$ cat src/rtl/timer_countdown.sv
// BCD countdown timer with per-digit modulus (mod-6 or mod-10), load/start/stop control
// and a one-cycle done pulse on expiry.
module timer_countdown #(
    parameter int                  N_DIGITS  = 4,
    parameter logic [N_DIGITS-1:0] MOD6_MASK = 4'b0010
) (
    input  logic                  clk,
    input  logic                  clrn,
    input  logic                  en,
    input  logic                  loadn,
    input  logic [4*N_DIGITS-1:0] data,
    input  logic                  start,
    input  logic                  stop,
    input  logic                  tick,
    output logic [4*N_DIGITS-1:0] out,
    output logic                  zero,
    output logic                  done,
    output logic                  running,
    output logic [1:0]            state
);

    localparam int W = 4 * N_DIGITS;

    localparam logic [1:0] S_IDLE   = 2'd0;
    localparam logic [1:0] S_LOADED = 2'd1;
    localparam logic [1:0] S_RUN    = 2'd2;
    localparam logic [1:0] S_PAUSED = 2'd3;

    logic [W-1:0] cnt_q, cnt_d;
    logic [1:0]   state_q, state_d;
    logic         done_q, done_d;
    logic         expired_q, expired_d;

    logic [W-1:0] load_val;
    logic [W-1:0] dec_val;
    logic         borrow;

    function automatic logic [3:0] digit_mod(input int unsigned i);
        return MOD6_MASK[i] ? 4'd6 : 4'd10;
    endfunction

    always_comb begin
        load_val = '0;
        for (int unsigned i = 0; i < N_DIGITS; i++) begin
            if (data[4*i +: 4] >= digit_mod(i))
                load_val[4*i +: 4] = digit_mod(i) - 4'd1;
            else
                load_val[4*i +: 4] = data[4*i +: 4];
        end
    end

    // Borrow ripples upward through digits that are already 0.
    always_comb begin
        dec_val = cnt_q;
        borrow  = 1'b1;
        for (int unsigned i = 0; i < N_DIGITS; i++) begin
            if (borrow) begin
                if (cnt_q[4*i +: 4] == 4'd0) begin
                    dec_val[4*i +: 4] = digit_mod(i) - 4'd1;
                end else begin
                    dec_val[4*i +: 4] = cnt_q[4*i +: 4] - 4'd1;
                    borrow            = 1'b0;
                end
            end
        end
    end

    always_comb begin
        cnt_d     = cnt_q;
        state_d   = state_q;
        done_d    = 1'b0;
        expired_d = expired_q;
        if (en) begin
            if (!loadn) begin
                cnt_d     = load_val;
                state_d   = (load_val != '0) ? S_LOADED : S_IDLE;
                expired_d = 1'b0;
            end else if (stop) begin
                expired_d = 1'b0;
                if (state_q == S_RUN) begin
                    state_d = S_PAUSED;
                end else if (state_q == S_PAUSED || state_q == S_LOADED) begin
                    cnt_d   = '0;
                    state_d = S_IDLE;
                end
            end else if (start) begin
                expired_d = 1'b0;
                if (state_q == S_LOADED || state_q == S_PAUSED)
                    state_d = S_RUN;
            end else if (tick && state_q == S_RUN) begin
                cnt_d = dec_val;
                if (dec_val == '0) begin
                    state_d   = S_IDLE;
                    done_d    = 1'b1;
                    expired_d = 1'b1;
                end
            end
        end
    end

    always_ff @(posedge clk or negedge clrn) begin
        if (!clrn) begin
            cnt_q     <= '0;
            state_q   <= S_IDLE;
            done_q    <= 1'b0;
            expired_q <= 1'b0;
        end else begin
            cnt_q     <= cnt_d;
            state_q   <= state_d;
            done_q    <= done_d;
            expired_q <= expired_d;
        end
    end

    assign out     = cnt_q;
    assign zero    = (cnt_q == '0);
    assign done    = done_q;
    assign running = (state_q == S_RUN);
    assign state   = state_q;

endmodule

$ cat config.mk
export PLATFORM = sky130hd
export DESIGN_NAME = timer_countdown
export DESIGN_NICKNAME = d
export VERILOG_FILES = /design/src/rtl/timer_countdown.sv
export SDC_FILE = /design/constraint.sdc
export NUM_CORES = 1
export LEC_CHECK = 0
export ABC_AREA = 1
export ABC_CLOCK_PERIOD_IN_PS = 5150
export CORE_MARGIN = 2
export CORE_UTILIZATION = 51
export DETAILED_ROUTE_END_ITERATION = 16
export PLACE_DENSITY = 0.83
export SLEW_MARGIN = 0
export SYNTH_ARGS = -nofsm -noshare
export SYNTH_HDL_FRONTEND = slang
export SYNTH_SLANG_ARGS = --single-unit
$ cat constraint.sdc
create_clock -name clk -period 5.15 [get_ports clk]
set_clock_uncertainty 0.2 [all_clocks]
set_input_delay 0.515 -clock clk [delete_from_list [all_inputs] [get_ports clk]]
set_output_delay 0.515 -clock clk [all_outputs]
set_load 0.02 [all_outputs]
==> results.json, run 1 <==
{
  "maxCapViolCount": 0,
  "fmax_mhz": 319,
  "synth_top_area_share_pct": 31.7,
  "dieArea_mm2": 0.00339,
  "io-pin-count": 44,
  "regToRegSetupSlack_ns": 2.89,
  "relSlewSlack_pct": 40.3,
  "maxSlewViolCount": 0,
  "postSynthNetCount": 252,
  "ir_drop_mv": 0.212,
  "grt_usage_pct": 25.9,
  "setup_violations": 0,
  "grt_pass1_wl_mm": 6.96,
  "ys.flop_type": "dfrtp_1",
  "hp-start": "state[0]$_DFFE_PN0P_",
  "cp_max_fo": 20,
  "final_area_mm2": 0.00197,
  "fp.dieH_um": 58.2,
  "synth_most_common_cell": "nand2_1",
  "grt_max_degree": 21,
  "whs_ns": 0.318,
  "worst_pin_slew_ns": 0.893,
  "hold_viol_final": 0,
  "hold_path_class": "flop to flop",
  "fp-row-count": 19,
  "grt_pass1_vias": 1634,
  "synthesis.area_mm2": 0.00150,
  "vias": 1647,
  "criticalPathCategory": "primary input to flop",
  "drc": 0,
  "rsz0062_at_grt": "no",
  "postCtsSetupRepairBufs": 0,
  "synth_edf_count": 0,
  "synth_seq_cells": 19,
  "synth.distinct_cells": 29,
  "ant_nets": 0,
  "synth-async-reset-ratio_pct": 100,
  "drt_iter0_markers": 72,
  "synth_cells": 229,
  "antenna_found_initial": 0,
  "fin_tns_setup_ns": 0,
  "placed_area_mm2": 0.00195,
  "clk_path_buf_depth": 2,
  "min_period_ns": 3.13,
  "ys_top_cells_by_count": "nand2_1, inv_1, o21ai_0",
  "grt_remaining_overflow": 0,
  "cp_data_arrival_time_ns": 3.12,
  "worst_slack_ns": 2.02,
  "dieWidth_um": 58.2,
  "r2r-end": "out[4]$_DFFE_PN0P_",
  "finalCritPeriodShare_pct": 60.8,
  "drive_gt1_share_pct": 9.96,
  "clock_latency_ns": 0.31,
  "synth.largest_area_cell": "dfrtp_1",
  "gp_congestion": 0.844,
  "synthTopCellsByArea": "dfrtp_1, nand2_1, o21ai_0, inv_1, nor2_1",
  "r2r-start": "state[0]$_DFFE_PN0P_",
  "syn_avg_cell_area_um2": 6.55,
  "outcome": "complete, no violations",
  "hold_depth": 2,
  "critPathLaunchType": "primary input",
  "p_per_area_mw_per_mm2": 286,
  "place_hpwl_mm": 3.10,
  "htree_levels": 1,
  "ctsHoldBuffers": 0,
  "clockRootBuffer": "clkbuf_4",
  "start_util_pct": 53.9,
  "vias_per_cell": 5.45,
  "leakagePower_uw": 0.000934,
  "rr_worst_depth": 7,
  "cts_resized": 0,
  "cts_sinks": 19,
  "cp-end-kind": "flop",
  "finalNetCount": 295,
  "ys.warnings.count": 0,
  "cts_tree": "built",
  "drt-pass1-iter-count": 4,
  "core-area_mm2": 0.00278,
  "cts_buffers": 3,
  "crit_required_ns": 5.14,
  "area_growth_pct": 31.5,
  "pre_cts_ws_ns": 1.77,
  "diodes": 0,
  "hold_end": "state[0]$_DFFE_PN0P_",
  "routed_wirelength_mm": 3.94,
  "wire_per_inst_um": 13.0,
  "ys_seq_area_share_pct": 31.7,
  "portBuffers": 43,
  "clk_pin_slew_ns": 0.12
}
cell families after synthesis:
family	share of synthesized area, %
buffers and inverters	9.84
AO/OA/AOI/OAI	20.3
AND/OR/NAND/NOR	37.6
XOR/XNOR	0.584
flip-flops	31.7
worst max path at each step:
| stage | start | endpoint | slack [ns] | cells past startpoint |
|---|---|---|---|---|
| CTS | loadn | out[4]$_DFFE_PN0P_ | 2.08 | 8 |
| detailed placement | loadn | out[4]$_DFFE_PN0P_ | 1.77 | 8 |
| global placement | loadn | out[4]$_DFFE_PN0P_ | 1.92 | 8 |
| floorplan | out[0]$_DFFE_PN0P_ | zero | 2.95 | 5 |
| global route | loadn | out[2]$_DFFE_PN0P_ | 1.71 | 8 |
| finish | loadn | out[4]$_DFFE_PN0P_ | 2.02 | 8 |
report_power, final:
part | internal (uW) | switching [uW]
registers | 172 | 32.1
clock network | 30.2 | 50.6
logic | 115 | 164
cells in the final DEF, fill, tap and decap left out, types with 2 or more instances in the layout:
cell type and n:
o21ai_0 25, clkbuf_4 3, nor2_4 2, or2_2 3, nor3_1 5, nor2_1 24, nand4_1 4, nand3_1 9
o22ai_1 2, nor2_2 5, a21oi_1 13, o21ai_2 2, dfrtp_1 19, clkdlybuf4s50_1 43, a221oi_1 2, nand2_2 4
nand2_4 2, a22oi_1 3, nand2_1 58, inv_1 31, a32oi_1 3
layout make-up:
cell class              count  area (um2)
repair buffers             43         430
fillers                   248         808
flip-flops and latches     19         475
well taps                  31        38.8
clock buffers               4        26.3
inverters                  33         125
multi-input cells         172         877
state kept, by name, summed over array words and instances, names as in the netlist:
name	cells
done	1
out	16
state	2
critical path, cell delays in order:
cell and delay [ns]:
clkdlybuf4s50_1 0.66, inv_2 0.16, nor2_2 0.48, o21ai_0 0.18
nand3_1 0.51, inv_1 0.35, o21ai_0 0.15, o21ai_0 0.11
metal layers:
metal,part of all wire [%],track usage (%)
met1,45,35.5
met2,47,41.4
met3,6.8,4.02
met4,1.2,9.30
met5,0,0
stage by stage:
stage               util (%)  instances  power [uW]
finish                  70.9        302         564
global route            70.9        302         607
detailed placement      70.0        298         485
floorplan                  -        229         380
global placement        70.0        298         482
CTS                     70.9        302         563
Note: power is estimated with default switching activity, not from simulation.
==> run 2, diff against run 1 <==
--- a/config.mk
+++ b/config.mk
@@ -6,11 +6,11 @@
 export NUM_CORES = 1
 export LEC_CHECK = 0
 export ABC_AREA = 1
-export ABC_CLOCK_PERIOD_IN_PS = 5150
+export ABC_CLOCK_PERIOD_IN_PS = 2800
 export CORE_MARGIN = 2
-export CORE_UTILIZATION = 51
+export CORE_UTILIZATION = 43
 export DETAILED_ROUTE_END_ITERATION = 16
-export PLACE_DENSITY = 0.83
+export PLACE_DENSITY = 0.75
 export SLEW_MARGIN = 0
 export SYNTH_ARGS = -nofsm -noshare
 export SYNTH_HDL_FRONTEND = slang
==> constraint.sdc (replaced) <==
create_clock -name clk -period 2.8 [get_ports clk]
set_clock_uncertainty 0.2 [all_clocks]
set_input_delay 0.28 -clock clk [delete_from_list [all_inputs] [get_ports clk]]
set_output_delay 0.28 -clock clk [all_outputs]
set_load 0.02 [all_outputs]
==> results.json, run 2 (synthesis gave the netlist of run 1 again) <==
{
  "outcome": "complete, no violations",
  "clk_path_buf_depth": 2,
  "grt_pass1_wl_mm": 6.61,
  "io-pin-count": 44,
  "cp_data_arrival_time_ns": 1.74,
  "hold_path_class": "primary input to async pin",
  "switching_share_pct": 42.9,
  "gp_congestion": 0.926,
  "finalNetCount": 300,
  "cts_buffers": 3,
  "cts_sinks": 19,
  "ant_nets": 0,
  "p_seq_share_pct": 36.2,
  "final_area_mm2": 0.00203,
  "clockRootBuffer": "clkbuf_4",
  "min_period_ns": 2.22,
  "fillers": 333,
  "grt_usage_pct": 20.5,
  "wire_per_inst_um": 12.0,
  "cts_tree": "built",
  "p_per_area_mw_per_mm2": 509,
  "routed_wirelength_mm": 3.87,
  "hold_viol_final": 0,
  "htree_levels": 1,
  "core-area_mm2": 0.00334,
  "maxSlewViolCount": 0,
  "critPathLaunchType": "flop",
  "setup_violations": 0,
  "portBuffers": 43,
  "drc": 0,
  "relSlewSlack_pct": 77.6,
  "cp-end-kind": "primary output",
  "drt_iter0_markers": 122,
  "vias_per_cell": 5.04,
  "antenna_found_initial": 0,
  "grt_max_degree": 20,
  "whs_ns": 0.0956,
  "leakagePower_uw": 0.000977,
  "clock_latency_ns": 0.31,
  "layout_common_cells": "nand2_1, clkdlybuf4s50_1, inv_1, o21ai_0, nor2_1",
  "crit_required_ns": 2.32,
  "cp_max_fo": 8,
  "largest_register_ffs": 16,
  "finalCritPeriodShare_pct": 79.2,
  "diodes": 0,
  "drt-pass1-iter-count": 4,
  "dieArea_mm2": 0.00398,
  "fin_cells": 322,
  "fmax_mhz": 451,
  "pre_cts_ws_ns": 0.533,
  "criticalPathCategory": "flop to primary output",
  "p_int_uw": 591,
  "fp.dieH_um": 63.1,
  "grt_pass1_vias": 1498,
  "area_growth_pct": 35.4,
  "maxCapViolCount": 0,
  "drive_gt1_share_pct": 11.6,
  "p_switching_uw": 445,
  "worst_pin_slew_ns": 0.336,
  "power_frac_comb_pct": 49.9,
  "clk_pin_slew_ns": 0.11,
  "grt_remaining_overflow": 0,
  "rsz0062_at_grt": "no",
  "fin_tns_setup_ns": 0,
  "clockPowerShare_pct": 13.9,
  "vias": 1622,
  "ir_drop_mv": 0.327,
  "dieWidth_um": 63.1,
  "placed_area_mm2": 0.00200,
  "fp-row-count": 21,
  "final_common_cell": "nand2_1",
  "start_util_pct": 45.0,
  "place_hpwl_mm": 3.05,
  "dp.cells": 318,
  "worst_slack_ns": 0.583
}
[run 2: cell count changes in the layout (fill, tap and decap cells not counted)]
cell / before / now
dlymetal6s2s_1: 0 / 1
clkdlybuf4s50_1: 43 / 42
buf_4: 0 / 5
[run 2: final timing paths]
path | startpoint | end | slack, ns | cells after the start
worst max register to register | out[0]$_DFFE_PN0P_ | state[0]$_DFFE_PN0P_ | 0.72 | 12
min in group clk | state[0]$_DFFE_PN0P_ | state[0]$_DFFE_PN0P_ | 0.32 | 2
worst min register to register | state[0]$_DFFE_PN0P_ | state[0]$_DFFE_PN0P_ | 0.32 | 2
worst max-delay path | out[0]$_DFFE_PN0P_ | zero | 0.58 | 6
worst min-delay path | clrn | out[8]$_DFFE_PN0P_ | 0.1 | 2
max in group asynchronous | clrn | out[12]$_DFFE_PN0P_ | 2.09 | 2
[run 2: final cells by class]
class,instances,area [um2],area share [%]
multi-input combinational,172,877,43.2
inverter,33,125,6.16
clock buffer,4,26.3,1.29
sequential,19,475,23.4
timing repair buffer,48,470,23.2
tap,46,57.6,2.83
[run 2: worst max-delay path: stages (launching register included)]
cell and delay (ns):
dfrtp_1 0.49, nor2_4 0.19, nand2_4 0.12, nor2_8 0.18, nand2_4 0.08, nor3_1 0.12, dlymetal6s2s_1 0.24
[run 2: power by group through the flow]
stage          Sequential [uW]  Combinational (uW)  Clock (uW)
4_1_cts                    375                 519         148
5_1_grt                    384                 572         168
3_5_place_dp               381                 515           0
3_3_place_gp               378                 516           0
2_1_floorplan              425                 274           0
6_report                   375                 516         144
[run 2: what timing repair did]
| action | in CTS | in global routing |
|---|---|---|
| gates resized for setup | 0 | 1 |
| hold endpoints to repair | 0 | 0 |
| setup endpoints to repair | 0 | 1 |
| hold buffers | 0 | 0 |
| setup buffers | 0 | 0 |
[run 2: stage by stage]
stage | total power (uW) | util [%]
floorplan | 700 | -
global placement | 894 | 60.0
detailed placement | 896 | 60.0
CTS | 1040 | 60.8
global route | 1120 | 60.9
finish | 1040 | 60.9
[run 2: per-layer routing]
| metal | vias up | wire [um] | global-route usage (%) |
|---|---|---|---|
| met5 | - | 0 | 0 |
| met4 | 0 | 48 | 6.67 |
| met3 | 5 | 185 | 2.14 |
| met2 | 40 | 1780 | 34.3 |
| met1 | 732 | 1860 | 27.7 |
| li1 | 845 | - | - |
==> run 3, diff against run 2 <==
--- a/config.mk
+++ b/config.mk
@@ -6,7 +6,7 @@
 export NUM_CORES = 1
 export LEC_CHECK = 0
 export ABC_AREA = 1
-export ABC_CLOCK_PERIOD_IN_PS = 2800
+export ABC_CLOCK_PERIOD_IN_PS = 1900
 export CORE_MARGIN = 2
 export CORE_UTILIZATION = 43
 export DETAILED_ROUTE_END_ITERATION = 16
==> constraint.sdc (replaced) <==
create_clock -name clk -period 1.9 [get_ports clk]
set_clock_uncertainty 0.2 [all_clocks]
set_input_delay 0.19 -clock clk [delete_from_list [all_inputs] [get_ports clk]]
set_output_delay 0.19 -clock clk [all_outputs]
set_load 0.02 [all_outputs]
==> results.json, run 3 (synthesis gave the netlist of run 1 again) <==
{
  "io-pin-count": 44,
  "wire_per_inst_um": 12.2,
  "r2r-start": "out[3]$_DFFE_PN0P_",
  "hold_viol_final": 0,
  "hold_path_class": "primary input to async pin",
  "routed_wirelength_mm": 4.40,
  "relSlewSlack_pct": 77.5,
  "outcome": "finished, violations left",
  "gp_congestion": 0.941,
  "finalNetCount": 338,
  "crit_required_ns": 1.90,
  "grt_pass1_vias": 1752,
  "regToRegSetupSlack_ns": -0.01,
  "fmax_mhz": 523,
  "criticalPathCategory": "flop to flop",
  "ir_drop_mv": 0.437,
  "grt_max_degree": 20,
  "finalCritPeriodShare_pct": 101,
  "placed_area_mm2": 0.00227,
  "maxCapViolCount": 0,
  "diodes": 0,
  "antenna_found_initial": 0,
  "clk_pin_slew_ns": 0.10,
  "fin_cells": 360,
  "rsz0062_at_grt": "yes",
  "layout_common_cells": "nand2_1, buf_4, clkdlybuf4s50_1, inv_1, nor2_1",
  "rr_worst_depth": 13,
  "cts_tree": "built",
  "cp_slowest_cell": "dfrtp_1",
  "cp_max_fo": 3,
  "fin_tns_setup_ns": -0.0234,
  "fp.dieH_um": 63.1,
  "place_hpwl_mm": 3.38,
  "grt_pass1_wl_mm": 7.34,
  "cts_buffers": 3,
  "vias": 1844,
  "largest_register_ffs": 16,
  "clockRootBuffer": "clkbuf_4",
  "clock_latency_ns": 0.29,
  "start_util_pct": 45.0,
  "drive_gt1_share_pct": 26.4,
  "fp-row-count": 21,
  "dieArea_mm2": 0.00398,
  "whs_ns": 0.0176,
  "final_common_cell": "nand2_1",
  "setup_violations": 2,
  "total_power_uw": 1790,
  "cts_sinks": 19,
  "leakagePower_uw": 0.00123,
  "ctsHoldBuffers": 0,
  "dp.cells": 353,
  "r2r-end": "state[1]$_DFFE_PN0P_",
  "dieWidth_um": 63.1,
  "maxSlewViolCount": 0,
  "p_per_area_mw_per_mm2": 750,
  "area_growth_pct": 59.4,
  "min_period_ns": 1.91,
  "worst_slack_ns": -0.0128,
  "cpPeakStageDelay_ns": 0.42,
  "clk_path_buf_depth": 2,
  "grt_usage_pct": 22.6,
  "failed_checks": "negative setup slack",
  "critPathLaunchType": "flop",
  "portBuffers": 43,
  "vias_per_cell": 5.12,
  "ant_nets": 0,
  "grt_remaining_overflow": 0,
  "drt-pass1-iter-count": 4,
  "worst_pin_slew_ns": 0.337,
  "drc": 0,
  "core-area_mm2": 0.00334,
  "final_area_mm2": 0.00239,
  "cp-end-kind": "flop",
  "drt_iter0_markers": 122,
  "crit_chain": "nor2_4, nand2_4, nor2_8, nand2_4, buf_4, nand2_2, nand3b_2, nor2_2, nand3_2, nand2_2, nand2_2, nand2_1, nand2_1",
  "htree_levels": 1,
  "crit_top_cell": "nand2_2",
  "cp_data_arrival_time_ns": 1.91
}
run 3: changes by cell type in the layout (fill, tap and decap cells not counted), moves of 3 or more:
| cell | previous run | this run |
|---|---|---|
| buf_4 | 5 | 40 |
| clkdlybuf4s50_1 | 42 | 36 |
| o21ai_0 | 25 | 20 |
| o21ai_2 | 2 | 7 |
| buf_6 | 0 | 3 |
| dlymetal6s2s_1 | 1 | 4 |
| nor2_1 | 24 | 21 |
| nor2_4 | 2 | 5 |
run 3: final cells by class:
type / count / area [um2]
clock buffer: 4 / 26.3
timing repair buffer: 86 / 767
fill: 314 / 946
inverter: 33 / 125
tap: 46 / 57.6
multi-input combinational: 172 / 940
sequential: 19 / 475
run 3: per-layer routing:
metal  vias to the layer above  part of all wire, %  global-route usage (%)  wire length, um
li1                        920                    -                       -                -
met1                       848                   44                    29.2             1920
met2                        66                   49                    39.6             2150
met3                        10                  6.0                    2.68              264
met4                         0                  1.5                    6.39               67
met5                         -                    0                       0                0
run 3: how the worst max path moves through the flow:
| stage | start | to | slack, ns | cells past startpoint |
|---|---|---|---|---|
| 4_1_cts | out[2]$_DFFE_PN0P_ | state[1]$_DFFE_PN0P_ | -0.04 | 13 |
| 5_1_grt | out[3]$_DFFE_PN0P_ | state[1]$_DFFE_PN0P_ | -0.16 | 13 |
| 2_1_floorplan | out[0]$_DFFE_PN0P_ | state[1]$_DFFE_PN0P_ | 0.008 | 12 |
| 3_3_place_gp | out[8]$_DFFE_PN0P_ | zero | -0.10 | 6 |
| 3_5_place_dp | out[8]$_DFFE_PN0P_ | zero | -0.13 | 6 |
| 6_report | out[3]$_DFFE_PN0P_ | state[1]$_DFFE_PN0P_ | -0.01 | 13 |
run 3: metrics by stage:
step           utilization, %  setup slack, ns
2_1_floorplan               -          0.00829
3_3_place_gp             67.9           -0.104
3_5_place_dp             67.9           -0.126
4_1_cts                  69.4          -0.0400
5_1_grt                  71.7           -0.158
6_report                 71.7          -0.0128
run 3: worst max-delay path, delay by kind of cell (launching register included):
family	cells	cell delay, ns
DFF	1	0.42
and+or+nand+nor	12	1.07
buffers and inverters	1	0.14
run 3: what timing repair did:
item / in CTS / in global routing
gates resized for setup: 18 / 17
cloned: 0 / 0
setup buffers: 2 / 1
setup endpoints to repair: 6 / 6
pin swaps: 11 / 16
run 3: power breakdown:
group / internal (uW) / switching (uW) / total [uW]
Combinational: 508 / 559 / 1070
Sequential: 467 / 55.5 / 523
Clock: 81.8 / 123 / 205
